[src/rtl/rr_arbiter_8.sv]
// rtl/rr_arbiter_8.sv - 8-way round-robin arbiter with non-preemptive grants and a hold limit
// Fully registered outputs; the rotating pointer moves past the last grantee on every release.
module rr_arbiter_8 #(
  parameter int HOLD_MAX = 15
) (
  input  logic       clk,
  input  logic       rst,
  input  logic [7:0] req,
  input  logic       done,
  output logic [7:0] gnt,
  output logic [2:0] gnt_idx,
  output logic       gnt_valid,
  output logic       timeout
);

  typedef enum logic {
    IDLE,
    BUSY
  } state_t;

  localparam logic [7:0] HOLD_LAST = 8'(HOLD_MAX - 1);

  state_t     state;
  logic [2:0] ptr;
  logic [7:0] hold_cnt;

  logic [2:0] pick_idx;
  logic       pick_any;
  logic [2:0] cand;
  logic       req_held;
  logic       hold_hit;
  logic       release_now;
  logic       timeout_cause;

  // Walk offsets from 7 down to 0 so the candidate nearest ptr wins.
  always_comb begin
    pick_idx = 3'd0;
    pick_any = 1'b0;
    cand     = 3'd0;
    for (int i = 7; i >= 0; i--) begin
      cand = ptr + 3'(i);
      if (req[cand]) begin
        pick_idx = cand;
        pick_any = 1'b1;
      end
    end
  end

  always_comb begin
    req_held      = req[gnt_idx];
    hold_hit      = (hold_cnt == HOLD_LAST);
    release_now   = done || !req_held || hold_hit;
    timeout_cause = hold_hit && !done && req_held;
  end

  always_ff @(posedge clk) begin
    if (rst) begin
      state     <= IDLE;
      gnt       <= 8'h00;
      gnt_idx   <= 3'd0;
      gnt_valid <= 1'b0;
      timeout   <= 1'b0;
      hold_cnt  <= 8'd0;
      ptr       <= 3'd0;
    end else begin
      timeout <= 1'b0;
      case (state)
        IDLE: begin
          if (pick_any) begin
            state     <= BUSY;
            gnt       <= 8'b1 << pick_idx;
            gnt_idx   <= pick_idx;
            gnt_valid <= 1'b1;
            hold_cnt  <= 8'd0;
          end
        end
        BUSY: begin
          if (release_now) begin
            state     <= IDLE;
            gnt       <= 8'h00;
            gnt_idx   <= 3'd0;
            gnt_valid <= 1'b0;
            hold_cnt  <= 8'd0;
            ptr       <= gnt_idx + 3'd1;
            timeout   <= timeout_cause;
          end else begin
            hold_cnt <= hold_cnt + 8'd1;
          end
        end
        default: begin
          state <= IDLE;
        end
      endcase
    end
  end

endmodule

[config.mk]
export PLATFORM = sky130hd
export DESIGN_NAME = rr_arbiter_8
export DESIGN_NICKNAME = d
export VERILOG_FILES = /design/src/rtl/rr_arbiter_8.sv
export SDC_FILE = /design/constraint.sdc
export NUM_CORES = 1
export LEC_CHECK = 0
export ABC_AREA = 1
export BUFFER_PORTS_ARGS = -buffer_cell sky130_fd_sc_hd__buf_2
export CAP_MARGIN = 20
export CELL_PAD_IN_SITES_DETAIL_PLACEMENT = 1
export CELL_PAD_IN_SITES_GLOBAL_PLACEMENT = 2
export CORE_ASPECT_RATIO = 1.75
export CORE_MARGIN = 5
export CORE_UTILIZATION = 35
export DETAILED_ROUTE_END_ITERATION = 10
export GPL_TIMING_DRIVEN = 0
export HOLD_SLACK_MARGIN = 0.15
export PLACE_DENSITY = 0.94
export RECOVER_POWER = 25
export SLEW_MARGIN = 20
export SYNTH_ARGS = -nofsm -noshare
export SYNTH_HDL_FRONTEND = slang
export SYNTH_SLANG_ARGS = --single-unit
[constraint.sdc]
create_clock -name clk -period 3.7 [get_ports clk]
set_input_delay 0 -clock clk [delete_from_list [all_inputs] [get_ports clk]]
set_output_delay 0 -clock clk [all_outputs]
set_load 0.005 [all_outputs]
==> Word-level counts from Yosys, hierarchy flattened <==
Index checks and enable logic that the tools add are counted.
{ "totals": {"regBits": 25, "latchBits": 0, "ram_bits": 0, "mem_bits_ro": 0, "in_bits": 11, "elab_cells": 89, "n_memories": 0} }
{ "op_classes": {"addsub": 9, "multipliers": 0, "div_mod_pow": 0, "order_cmp": 9, "n_eq_ne": 3, "n_shift": 1, "mux": 49, "bitwise": 2, "reduce_logical": 9} }
{ "ops": {"columns": ["op", "n"], "rows": [
  ["3-bit by 4-bit less-than comparator with 1-bit output (second input constant)", 9],
  ["8-bit two-way mux", 4],
  ["8-bit case mux with 2 select lines", 2],
  ["3-bit two-way mux", 10],
  ["1-bit binary-select mux with 3-bit select", 9],
  ["1-bit two-way mux", 21],
  ["3-bit adder (second input constant)", 4],
  ["8-bit by 1-bit adder with 8-bit output (second input constant)", 1],
  ["8-bit by 4-bit == test with 1-bit output (second input constant)", 1],
  ["1-bit by 3-bit left shift with 8-bit output (first input constant)", 1],
  ["3-bit by 1-bit adder with 3-bit output (second input constant)", 2],
  ["3-bit by 2-bit adder with 3-bit output (second input constant)", 2],
  ["3-bit case mux with 2 select lines", 1],
  ["1-bit case mux with 2 select lines", 2],
  ["2-bit AND reduction", 2],
  ["3-bit OR reduction", 1],
  ["1-bit logical AND", 2],
  ["1-bit zero test", 2],
  ["1-bit logical OR", 2],
  ["2-bit by 1-bit inequality test with 1-bit output (second input constant)", 1],
  ["2-bit inequality test (second input constant)", 1],
  ["1-bit NOT", 2]
]} }

==> Logic depth before layout (Yosys ltp) <==
Gate-level depths: netlist of run 1.
{ "logic_depth": {"word_depth": 14, "depth_mapped": 20, "mapped_depth_nobuf": 19} }

==> Worst setup path after synthesis of run 1 <==
Ideal clock, no wire load.
{ "synth_timing": {"path_type": "register -> register", "start": "register ptr[1]", "end": "register gnt[1]", "setup_time_ps": 136, "arrival_ps": 2041, "t_required_ps": 3564, "setup_slack_ps": 1523, "stages_incl_launch_ff": 20, "n_path_buf": 2, "synth_period_minus_slack_ps": 2177, "path_cell_list": "dfxtp_1 > buf_4 > inv_4 > ha_1 > buf_4 > clkinv_1 > nand3_1 > nand3_1 > nand2_1 > inv_2 > nor2_1 > nand2_1 > nand3_1 > nand2_1 > nand2_1 > nand2_1 > nand2_2 > nand2_2 > nand3_1 > a21oi_2"} }
{ "synth_between": {"elab_chain_cells": 14} }
{ "synth_rtl": {"columns": ["element", "line_no", "source"], "rows": [
  ["start, declared", "24", "logic [2:0] ptr;"],
  ["start signal, assigned", "84", "ptr <= gnt_idx + 3'd1;"],
  ["3-bit adder", "41", "cand = ptr + 3'(i);"],
  ["1-bit binary-select mux with 3-bit select", "42", "if (req[cand]) begin"],
  ["1-bit two-way mux (not written as such)", "42", null],
  ["3-bit two-way mux (8 in series)", "42", null],
  ["1-bit by 3-bit left shift with 8-bit output", "71", "gnt <= 8'b1 << pick_idx;"],
  ["8-bit two-way mux", "69", "if (pick_any) begin"],
  ["8-bit case mux with 2 select lines", "67", "case (state)"],
  ["end signal, assigned", "71", null],
  ["end, declared", "10", "output logic [7:0] gnt,"]
]} }
Parallel ways exist; a longest one is shown, timed or not. The select of a mux whose other input is x is not followed.
A chain may end at the register's enable or synchronous reset.

==> Worst setup path in the final report of run 1 <==
Same ends and word-level chain as after synthesis.

==> out/results.txt, run 1 <==
Root Buffer: clkbuf_8
Filler Cells Inserted: 765
number of global-route vias before repair: 2090
Remaining Overflow, GRT: 0
initial antenna violation count: 0
CP delay by family, top: simple AND/OR/NAND/NOR gates
synthesized area per cell: 6.800 µm²
Max Buffers Root-to-Sink: 2
Worst Path Arrival: 2.89 ns
hold path start: rst
GRT Util Overall: 17.08%
Distinct cells, synth: 33
Most common cell on crit path: nand2_1
Hold Crit Class: input port to register
nets@finish: 329
most common cell in the netlist: nand2_1
WL final: 5.722 mm
largest net degree at the start of global routing: 15
final period utilization: 74.24%
First-pass DRT Iterations: 4
CTS Buf Count: 3
Multi-input gate area: 0.001256 mm²
origin of the critical flop-to-flop path: ptr[1]$_SDFFE_PP0P_
first-pass GRT wire length: 9.542 mm
DR WL/cell: 14.75 µm
number of diodes: 0
Setup CP Type: register to register
post-route cell area: 0.002190 mm²
Hold Slack: 0.1404 ns
Area after DPL: 0.002143 mm²
worst path cell trace: buf_4 -> inv_4 -> ha_1 -> buf_4 -> clkinv_1 -> nand3_1 -> nand3_1 -> nand2_1 -> inv_2 -> nor2_1 -> nand2_1 -> nand3_1 -> nand2_1 -> nand2_1 -> nand2_1 -> nand2_2 -> nand2_2 -> nand3_1 -> a21oi_2
Post-Syn Nets: 301
fmax: 364.0 MHz
Worst slew margin: 58.25%
Die X: 66.25 µm
Die H: 108.4 µm
outcome: completed
R2R Path End: gnt[1]$_SDFFE_PP0P_
Pleak: 0.9530 nW
crit-path max cell delay: 0.35 ns
WP data required: 3.84 ns
CP bufs+invs: 5
Maximum Capacitance Violations: 0
post-synthesis sequential area ratio: 25.82%
DRC viols: 0
DRT iter0 DRCs: 52
vias per cell: 5.072
Final ANT Viol Nets: 0
area share of the largest cell type after synthesis: 25.82%
nature of the critical path endpoint: register
Sink Count: 25
# H-tree levels: 1
Power Density: 562.6 mW/mm²
setup TNS: 0 ns
Tot Pwr: 1.232 mW
CTS tree: done
CP Launch Type: register
R2R setup slack: 0.95 ns
post-synthesis async set-or-reset flop share: 0%
top post-synthesis cells by area: dfxtp_1, nand2_1, nand3_1, nand2_2, nand3_2
Post-Syn Area: 0.001938 mm²
site row count: 36
Peak supply drop: 0.0003063 V
cell type with the highest aggregate area in the netlist: dfxtp_1
Final Critical Period: 2.747 ns
Initial Util: 35.27%
Final Max Tran Viols: 0
EDFF count, synth: 0
worst-skew pair later-pin latency: 0.27 ns
Worst Hold Path EP: gnt[5]$_SDFFE_PP0P_
reg2reg path depth: 19
CP max-delay cell: dfxtp_1
measured slew at the worst slew-check pin: 0.6262 ns
Syn Inst Count: 285
synthesized flop and latch total: 25
crit-path max FO: 10
Post-CTS Setup Repair Bufs: 0
RSZ-0062 raised after global routing: no
Layout Skew: 0.002884 ns
HPWL after detailed placement: 4.767 mm
Register Area: 500.5 µm²
critical path launch point: ptr[1]$_SDFFE_PP0P_
RePlAce Congestion: 0.8390
Fin. Hold Viols: 0
core area: 0.005495 mm²
Crit path depth: 19
ys flop type: dfxtp_1
top cells by count, synth: nand2_1, nand3_1, dfxtp_1
yosys warns: 0
Port Buffers: 22
routed vias: 1968
die area: 0.007184 mm²
Ports: 24
share of cells above drive strength 1: 25.64%
clock slew at reported path FFs: 0.09 ns
area grow syn2layout: 12.98%
# setup viols final: 0
hold path cells: 2
==> logic make-up (layout without fill, tap and decap cells) <==
kind of cell,after synthesis,count (layout),synth area share (%)
adders and majority gates,5,5,3.228
and+or+nand+nor,162,162,44.61
AOI/OAI and AO/OA,48,48,14.65
muxes,1,1,0.5165
xor gates and xnor gates,4,4,1.808
DFF,25,25,25.82
buffers and inverters,40,67,9.361
==> power by group <==
part	internal (mW)	total, mW	switching (mW)	leakage [nW]
registers	0.304	0.346	0.0423	0.203
logic	0.231	0.719	0.488	0.724
clock network	0.0754	0.167	0.0914	0.0255
==> layout by cell type (no fill, tap or decap), types with 2 or more instances in the layout <==
master     n
clkinv_1   2
xor2_1     3
buf_2     14
nor4_1     2
inv_1     23
inv_2      7
o21ai_0   11
ha_1       5
clkbuf_1  10
nor2_4     3
clkbuf_8   3
o21ai_1    5
inv_4      2
nand3_1   34
nand2_2   20
nor3_1     2
buf_4      2
nor2_1    14
nand3_2   12
a21oi_1   20
dfxtp_1   25
a21oi_2   10
nand4_1    5
nand2_1   65
==> cell type report <==
class | count | share of cell area (%)
inverter | 34 | 6.057
multi-input combinational | 220 | 57.37
buffer | 6 | 2.229
timing repair buffer | 23 | 5.029
sequential | 25 | 22.86
clock inverter | 1 | 0.2286
tap | 76 | 4.343
clock buffer | 3 | 1.886
==> registers in the layout, indices dropped and copies added (netlist names) <==
signal,cells
gnt_valid,1
gnt_idx,3
timeout,1
hold_cnt,8
state,1
ptr,3
gnt,8
==> layer usage <==
metal  global-route usage, %  part of all wire (%)  vias to the layer above
met4                   6.541                   2.3                        0
met3                   1.351                   1.5                        8
met2                   35.18                    60                       21
met1                   16.52                    36                      941
li1                        -                     -                      998
met5                       0                     0                        -
==> per-stage QoR <==
stage	std cells	util [%]	worst slack (ns)
2_1_floorplan	285	-	1.523
3_3_place_gp	383	39.00	0.9821
3_5_place_dp	383	39.00	0.9144
4_1_cts	388	40.03	0.8853
5_1_grt	388	39.85	0.6618
6_report	388	39.85	0.9530
==> how the worst max path moves through the flow <==
stage                           to
3_3_place_gp   gnt[1]$_SDFFE_PP0P_
2_1_floorplan  gnt[1]$_SDFFE_PP0P_
3_5_place_dp   gnt[1]$_SDFFE_PP0P_
5_1_grt        gnt[1]$_SDFFE_PP0P_
6_report       gnt[1]$_SDFFE_PP0P_
4_1_cts        gnt[0]$_SDFFE_PP0P_
==> what timing repair did <==
action / CTS / global route
resized for setup: 0 / 0
hold buffers: 1 / 0
endpoints found under the hold margin: 1 / 0
Note: power is estimated with default switching activity, not from simulation.
==> inputs of run 2 (changes only) <==
ABC_AREA = 0   (was 1)
CORE_UTILIZATION = 37   (was 35)
PLACE_DENSITY = 0.89   (was 0.94)
clock period = 2.9 ns   (was 3.7 ns; I/O delays follow)
==> run 2 against run 1 <==
Total power up 11%. Count of clock-buffer cells in the layout is the same. Largest cell class unchanged. Highest routed layer unchanged. Critical endpoint is now gnt[5]$_SDFFE_PP0P_. Non-clock buffer count up 12.
==> out/results.txt, run 2 <==
final period utilization: 98.32% (+24 points)
initial antenna violation count: 0 (unchanged)
top cells by count, synth: dfxtp_1, nand2_1, a21oi_1
Remaining Overflow, GRT: 0 (unchanged)
Initial Util: 38.01% (+2.7 points)
Hold Crit Class: input port to register
area share of the largest cell type after synthesis: 23.77% (-2.1 points)
post-synthesis async set-or-reset flop share: 0% (unchanged)
critical path launch point: ptr[1]$_SDFFE_PP0P_
Ports: 24 (unchanged)
Layout Skew: 0.004281 ns (+0.001397 ns)
Final Critical Period: 2.851 ns (+0.1044 ns)
Reg power frac: 29.2% (+1.1 points)
share of cells above drive strength 1: 30.89% (+5.2 points)
HPWL after detailed placement: 4.670 mm (-2.0%)
largest net degree at the start of global routing: 15 (unchanged)
DR WL/cell: 19.19 µm (+30%)
nets@finish: 276 (-16%)
most frequent cells in the layout: nand2_1, dfxtp_1, buf_2
vias per cell: 5.806 (+14%)
combinational share of power: 55.5% (-2.9 points)
Final ANT Viol Nets: 0 (unchanged)
hold path start: rst
setup TNS: 0 ns (unchanged)
routed vias: 1945 (-1.2%)
top flop regs: gnt x8, hold_cnt x8
Die X: 67.03 µm (+1.2%)
CTS tree: done
Die H: 109.8 µm (+1.2%)
cell type with the highest aggregate area in the netlist: dfxtp_1
number of diodes: 0 (unchanged)
Post-Syn Nets: 242 (-20%)
first-pass GRT wire length: 10.34 mm (+8.3%)
area grow syn2layout: 20.74%
Fin. Hold Viols: 0 (unchanged)
Filler Cells Inserted: 670 (-12%)
ys flop type: dfxtp_1
synthesized area per cell: 9.318 µm² (+37%)
DRT iter0 DRCs: 108 (+110%)
WP data required: 3.10 ns (-0.74 ns)
Register Area: 508.0 µm² (+1.5%)
First-pass DRT Iterations: 4 (unchanged)
die area: 0.007359 mm² (+2.4%)
most common cell in the netlist: dfxtp_1
RePlAce Congestion: 0.8304 (-1.0%)
outcome: completed
yosys warns: 0 (unchanged)
Clk pwr share: 15.3% (+1.8 points)
synthesized flop and latch total: 25 (unchanged)
Tot Pwr: 1.373 mW (+11%)
WL final: 6.430 mm (+12%)
measured slew at the worst slew-check pin: 0.5601 ns (-0.06614 ns)
Pleak: 0.9431 nW (-1.0%)
DRC viols: 0 (unchanged)
post-synthesis sequential area ratio: 23.77% (-2.1 points)
worst path cell trace: clkinvlp_4 -> ha_4 -> buf_12 -> mux4_2 -> a22o_1 -> and4b_1 -> nor3b_2 -> o221ai_2 -> or2_4 -> o31ai_2
clock slew at reported path FFs: 0.09 ns (about the same)
Root Buffer: clkbuf_8
CP max-delay cell: mux4_2
sw power: 0.5525 mW (-11%)
Setup CP Type: register to register
core area: 0.005540 mm² (+0.82%)
site row count: 36 (unchanged)
CP Launch Type: register
Multi-input gate area: 0.001584 mm² (+26%)
Max Buffers Root-to-Sink: 2 (unchanged)
Distinct cells, synth: 58 (+76%)
GRT Util Overall: 18.57% (+1.5 points)
Post-Syn Area: 0.002106 mm² (+8.7%)
origin of the critical flop-to-flop path: ptr[1]$_SDFFE_PP0P_
Syn Inst Count: 226 (-21%)
Hold Slack: 0.1866 ns (+0.04616 ns)
nature of the critical path endpoint: register
Power Density: 539.9 mW/mm² (-4.0%)
final core area utilization: 45.89% (+6.0 points)
Peak supply drop: 0.0003071 V (+0.27%)
Internal: 0.8203 mW (+34%)
switching share of power: 40.24% (-10 points)
Port Buffers: 22 (unchanged)
worst-skew pair later-pin latency: 0.27 ns (about the same)
crit-path max cell delay: 0.51 ns (+0.16 ns)
Worst Path Arrival: 3.05 ns (+0.16 ns)
crit-path max FO: 6 (-4)
number of global-route vias before repair: 2045 (-2.2%)
CTS Buf Count: 3 (unchanged)
Final Max Tran Viols: 0 (unchanged)
Worst slew margin: 62.66% (+4.4 points)
Maximum Capacitance Violations: 0 (unchanged)
# setup viols final: 0 (unchanged)
# H-tree levels: 1 (unchanged)
Sink Count: 25 (unchanged)
top post-synthesis cells by area: dfxtp_1, mux4_2, mux2i_1, nand2_1, a21oi_1
fmax: 350.7 MHz (-3.7%)
EDFF count, synth: 0 (unchanged)
RSZ-0062 raised after global routing: yes
-- run 2: metrics by stage --
stage | instances | worst slack, ns | cell area (µm²)
after floorplan | 226 | 0.003713 | 2107
after CTS | 335 | -0.009371 | 2486
after detailed placement | 324 | -0.4051 | 2312
after global placement | 324 | -0.3311 | 2312
after global routing | 335 | -0.05466 | 2542
final | 335 | 0.04863 | 2542
-- run 2: repair_timing --
| item | in CTS | in global routing |
|---|---|---|
| setup endpoints to repair | 21 | 18 |
| buffers inserted | 7 | 2 |
| pin swaps | 6 | 6 |
| resized for setup | 16 | 11 |
| hold buffers | 1 | 0 |
| hold endpoints to repair | 1 | 0 |
-- run 2: worst paths after layout --
| kind | end | slack [ns] | cells after the start |
|---|---|---|---|
| setup / recovery | gnt[5]$_SDFFE_PP0P_ | 0.05 | 10 |
| hold / removal | hold_cnt[7]$_SDFFE_PP0P_ | 0.19 | 2 |
| setup reg to reg | gnt[5]$_SDFFE_PP0P_ | 0.05 | 10 |
| hold reg to reg | gnt[6]$_SDFFE_PP0P_ | 0.45 | 2 |
-- run 2: routing by layer --
layer  track usage (%)  up-vias  wire [µm]
met1             20.50      966       2501
li1                  -      930          -
met5                 0        -          0
met3             1.840       11        194
met4             8.853        0        255
met2             34.34       38       3479
-- run 2: kinds of logic after synthesis --
family | share of synthesized area, %
AND/OR/NAND/NOR | 18.54
AO/OA/AOI/OAI | 19.79
multiplexers | 27.57
flip-flops | 23.77
buffers and inverters | 5.704
adder cells (fa/ha/maj) | 2.971
XOR/XNOR | 1.664
-- run 2: power groups by stage --
stage	logic, mW	clock network, mW	registers, mW
after detailed placement	0.647	0	0.410
after floorplan	0.489	0	0.404
after CTS	0.711	0.221	0.401
final	0.761	0.210	0.401
after global placement	0.631	0	0.409
after global routing	0.816	0.234	0.407
-- run 2: area by class of cell --
class / instances / share of cell area, %
Buffer: 9 / 2.805
Clock buffer: 3 / 1.624
Clock inverter: 1 / 0.1969
Inverter: 9 / 1.772
Multi-Input combinational cell: 180 / 62.30
Sequential cell: 25 / 19.98
Tap cell: 76 / 3.740
Timing Repair Buffer: 32 / 7.579
-- run 2: worst max-delay path: cells and delay by family, from the launching register on --
family	cells	cell delay, ns
flip-flops	1	0.37
multiplexers	1	0.51
buffers and inverters	2	0.25
adder cells (fa/ha/maj)	1	0.36
AO/OA/AOI/OAI	3	0.58
AND/OR/NAND/NOR	3	0.70
==> inputs of run 3 (changes only) <==
ABC_AREA = 1   (was 0)
CORE_UTILIZATION = 32   (was 37)
PLACE_DENSITY = 0.88   (was 0.89)
SETUP_SLACK_MARGIN = 0.2   (was default)
SLEW_MARGIN = 5   (was 20)
==> run 3 against run 2 <==
Sequential share of layout area is 2.7 points higher. Core utilization is 8.4 points lower. Non-clock buffer count is 12 lower. Sequential cell count stayed put. Cell count is 16% higher. Worst hold slack worse by 0.035 ns. Total power is 15% higher. Clock skew is 0.0013 ns lower. Worst setup slack better by 0.35 ns. Count of clock-buffer cells in the layout stayed put. Routed wire length is 13% lower. Largest power group unchanged.
==> out/results.txt, run 3 (synthesized netlist as in run 1, its figures left out) <==
RSZ-0062 raised after global routing: no
setup TNS: 0 ns (unchanged)
CTS Buf Count: 3 (unchanged)
crit-path max FO: 10 (+4)
nature of the critical path endpoint: register
fmax: 400.0 MHz (+14%)
hold path cells: 2 (unchanged)
Final Max Tran Viols: 0 (unchanged)
Port Buffers: 22 (unchanged)
First-pass DRT Iterations: 4 (unchanged)
CP Launch Type: register
origin of the critical flop-to-flop path: ptr[1]$_SDFFE_PP0P_
routed vias: 1968 (+1.2%)
Worst Hold Path EP: gnt[4]$_SDFFE_PP0P_
Setup WS post-layout: 0.3997 ns (+0.3511 ns)
Final Critical Period: 2.500 ns (-0.3511 ns)
Worst slew margin: 60.31% (-2.4 points)
Maximum Capacitance Violations: 0 (unchanged)
R2R Path End: gnt[6]$_SDFFE_PP0P_
Max Buffers Root-to-Sink: 2 (unchanged)
Pleak: 0.9712 nW (+3.0%)
Peak supply drop: 0.0004894 V (+59%)
R2R setup slack: 0.40 ns (+0.35 ns)
Fin. Hold Viols: 0 (unchanged)
reg2reg path depth: 16 (+6)
Filler Cells Inserted: 790 (+18%)
# H-tree levels: 1 (unchanged)
Setup WS pre-CTS: 0.1975 ns (+0.6026 ns)
number of diodes: 0 (unchanged)
core area: 0.005879 mm² (+6.1%)
Die H: 113.0 µm (+2.9%)
DR WL/cell: 14.42 µm (-25%)
commonest non-fill, non-tap cell in the layout: nand2_1
critical path launch point: ptr[1]$_SDFFE_PP0P_
die area: 0.007774 mm² (+5.6%)
Area after DPL: 0.002146 mm² (-7.2%)
Power Density: 718.2 mW/mm² (+33%)
most frequent cells in the layout: nand2_1, nand3_1, dfxtp_1
GRT Util Overall: 15.73% (-2.8 points)
Sink Count: 25 (unchanged)
largest net degree at the start of global routing: 15 (unchanged)
initial antenna violation count: 0 (unchanged)
measured slew at the worst slew-check pin: 0.5954 ns (+0.03533 ns)
Ports: 24 (unchanged)
Tot Pwr: 1.582 mW (+15%)
final period utilization: 86.22% (-12 points)
Root Buffer: clkbuf_8
RePlAce Congestion: 0.8425 (+1.5%)
CTS tree: done
share of cells above drive strength 1: 27.56% (-3.3 points)
vias per cell: 5.046 (-13%)
Setup CP Type: register to register
DRT iter0 DRCs: 42 (-61%)
final core area utilization: 37.45% (-8.4 points)
# setup viols final: 0 (unchanged)
HPWL after detailed placement: 4.782 mm (+2.4%)
post-route cell area: 0.002202 mm² (-13%)
WP data required: 3.11 ns (about the same)
hold path start: rst
Remaining Overflow, GRT: 0 (unchanged)
top flop regs: gnt x8, hold_cnt x8
Final ANT Viol Nets: 0 (unchanged)
site row count: 37 (+2.8%)
number of global-route vias before repair: 2083 (+1.9%)
Worst Path Arrival: 2.71 ns (-0.34 ns)
area grow syn2layout: 13.62%
Hold Crit Class: input port to register
outcome: completed
worst-skew pair later-pin latency: 0.27 ns (about the same)
clock slew at reported path FFs: 0.09 ns (about the same)
nets@finish: 329 (+19%)
Die X: 68.83 µm (+2.7%)
WL final: 5.625 mm (-13%)
DRC viols: 0 (unchanged)
Initial Util: 32.96% (-5.0 points)
first-pass GRT wire length: 9.397 mm (-9.1%)
Layout Skew: 0.002944 ns (-0.001337 ns)
-- run 3: changes by cell type in the layout (fill, tap and decap cells not counted), moves of 6 or more --
cell and delta:
inv_1 +16, mux4_2 -14, a21oi_2 +9, mux2i_1 -6, o21ai_1 -6, nand2_2 +21
nand3_2 +12, nand3_1 +29, nand2_1 +41, inv_2 +7, buf_4 -6, mux2_1 -6
o21ai_0 +9
-- run 3: worst max path at each step --
stage                     endpoint  slack (ns)  cells past startpoint
2_1_floorplan  gnt[1]$_SDFFE_PP0P_        0.72                     19
3_3_place_gp   gnt[1]$_SDFFE_PP0P_        0.20                     19
3_5_place_dp   gnt[5]$_SDFFE_PP0P_        0.20                     19
4_1_cts        gnt[5]$_SDFFE_PP0P_        0.32                     19
5_1_grt        gnt[1]$_SDFFE_PP0P_        0.20                     19
6_report       gnt[6]$_SDFFE_PP0P_        0.40                     16
-- run 3: per-layer routing --
layer / GRT usage (%) / share of wire [%] / vias to the layer above
met5: 0 / 0 / -
met4: 7.943 / 4.3 / 0
met3: 1.291 / 1.6 / 15
met2: 30.31 / 58 / 25
met1: 15.61 / 36 / 935
li1: - / - / 993
-- run 3: power breakdown --
part | leakage, nW | switching, mW | total [mW] | internal, mW
Combinational | 0.742 | 0.627 | 0.928 | 0.300
Clock | 0.0255 | 0.117 | 0.213 | 0.0964
Sequential | 0.203 | 0.0532 | 0.440 | 0.387
-- run 3: metrics by stage --
step / hold slack (ns) / cells
global route: 0.1795 / 390
finish: 0.1521 / 390
detailed placement: 0.2916 / 385
global placement: 0.2814 / 385
floorplan: 0.1732 / 285
CTS: 0.1620 / 390
-- run 3: layout make-up --
class	instances	area (µm²)	area share, %
clock inverter	1	5.005	0.2273
buffer	6	48.80	2.216
clock buffer	3	41.29	1.875
multi-input combinational	220	1259	57.16
inverter	34	135.1	6.136
timing repair buffer	23	115.1	5.227
sequential	25	500.5	22.73
tap	78	97.59	4.432
-- run 3: timing repair --
action | in CTS | in global routing
hold endpoints to repair | 1 | 0
gates resized for setup | 1 | 2
setup endpoints to repair | 4 | 8
setup buffers | 0 | 0
hold buffers | 1 | 0
-- run 3: worst max-delay path, stage by stage (launching register included) --
cell	delay (ns)
dfxtp_1	0.34
buf_4	0.18
inv_4	0.08
ha_1	0.28
buf_4	0.18
inv_4	0.10
nand3_2	0.11
nand3_2	0.11
nand2_2	0.10
nor2_4	0.15
nand4_4	0.15
nor2_8	0.20
inv_4	0.06
nand2_4	0.06
buf_8	0.14
nand2_2	0.06
a21oi_2	0.13
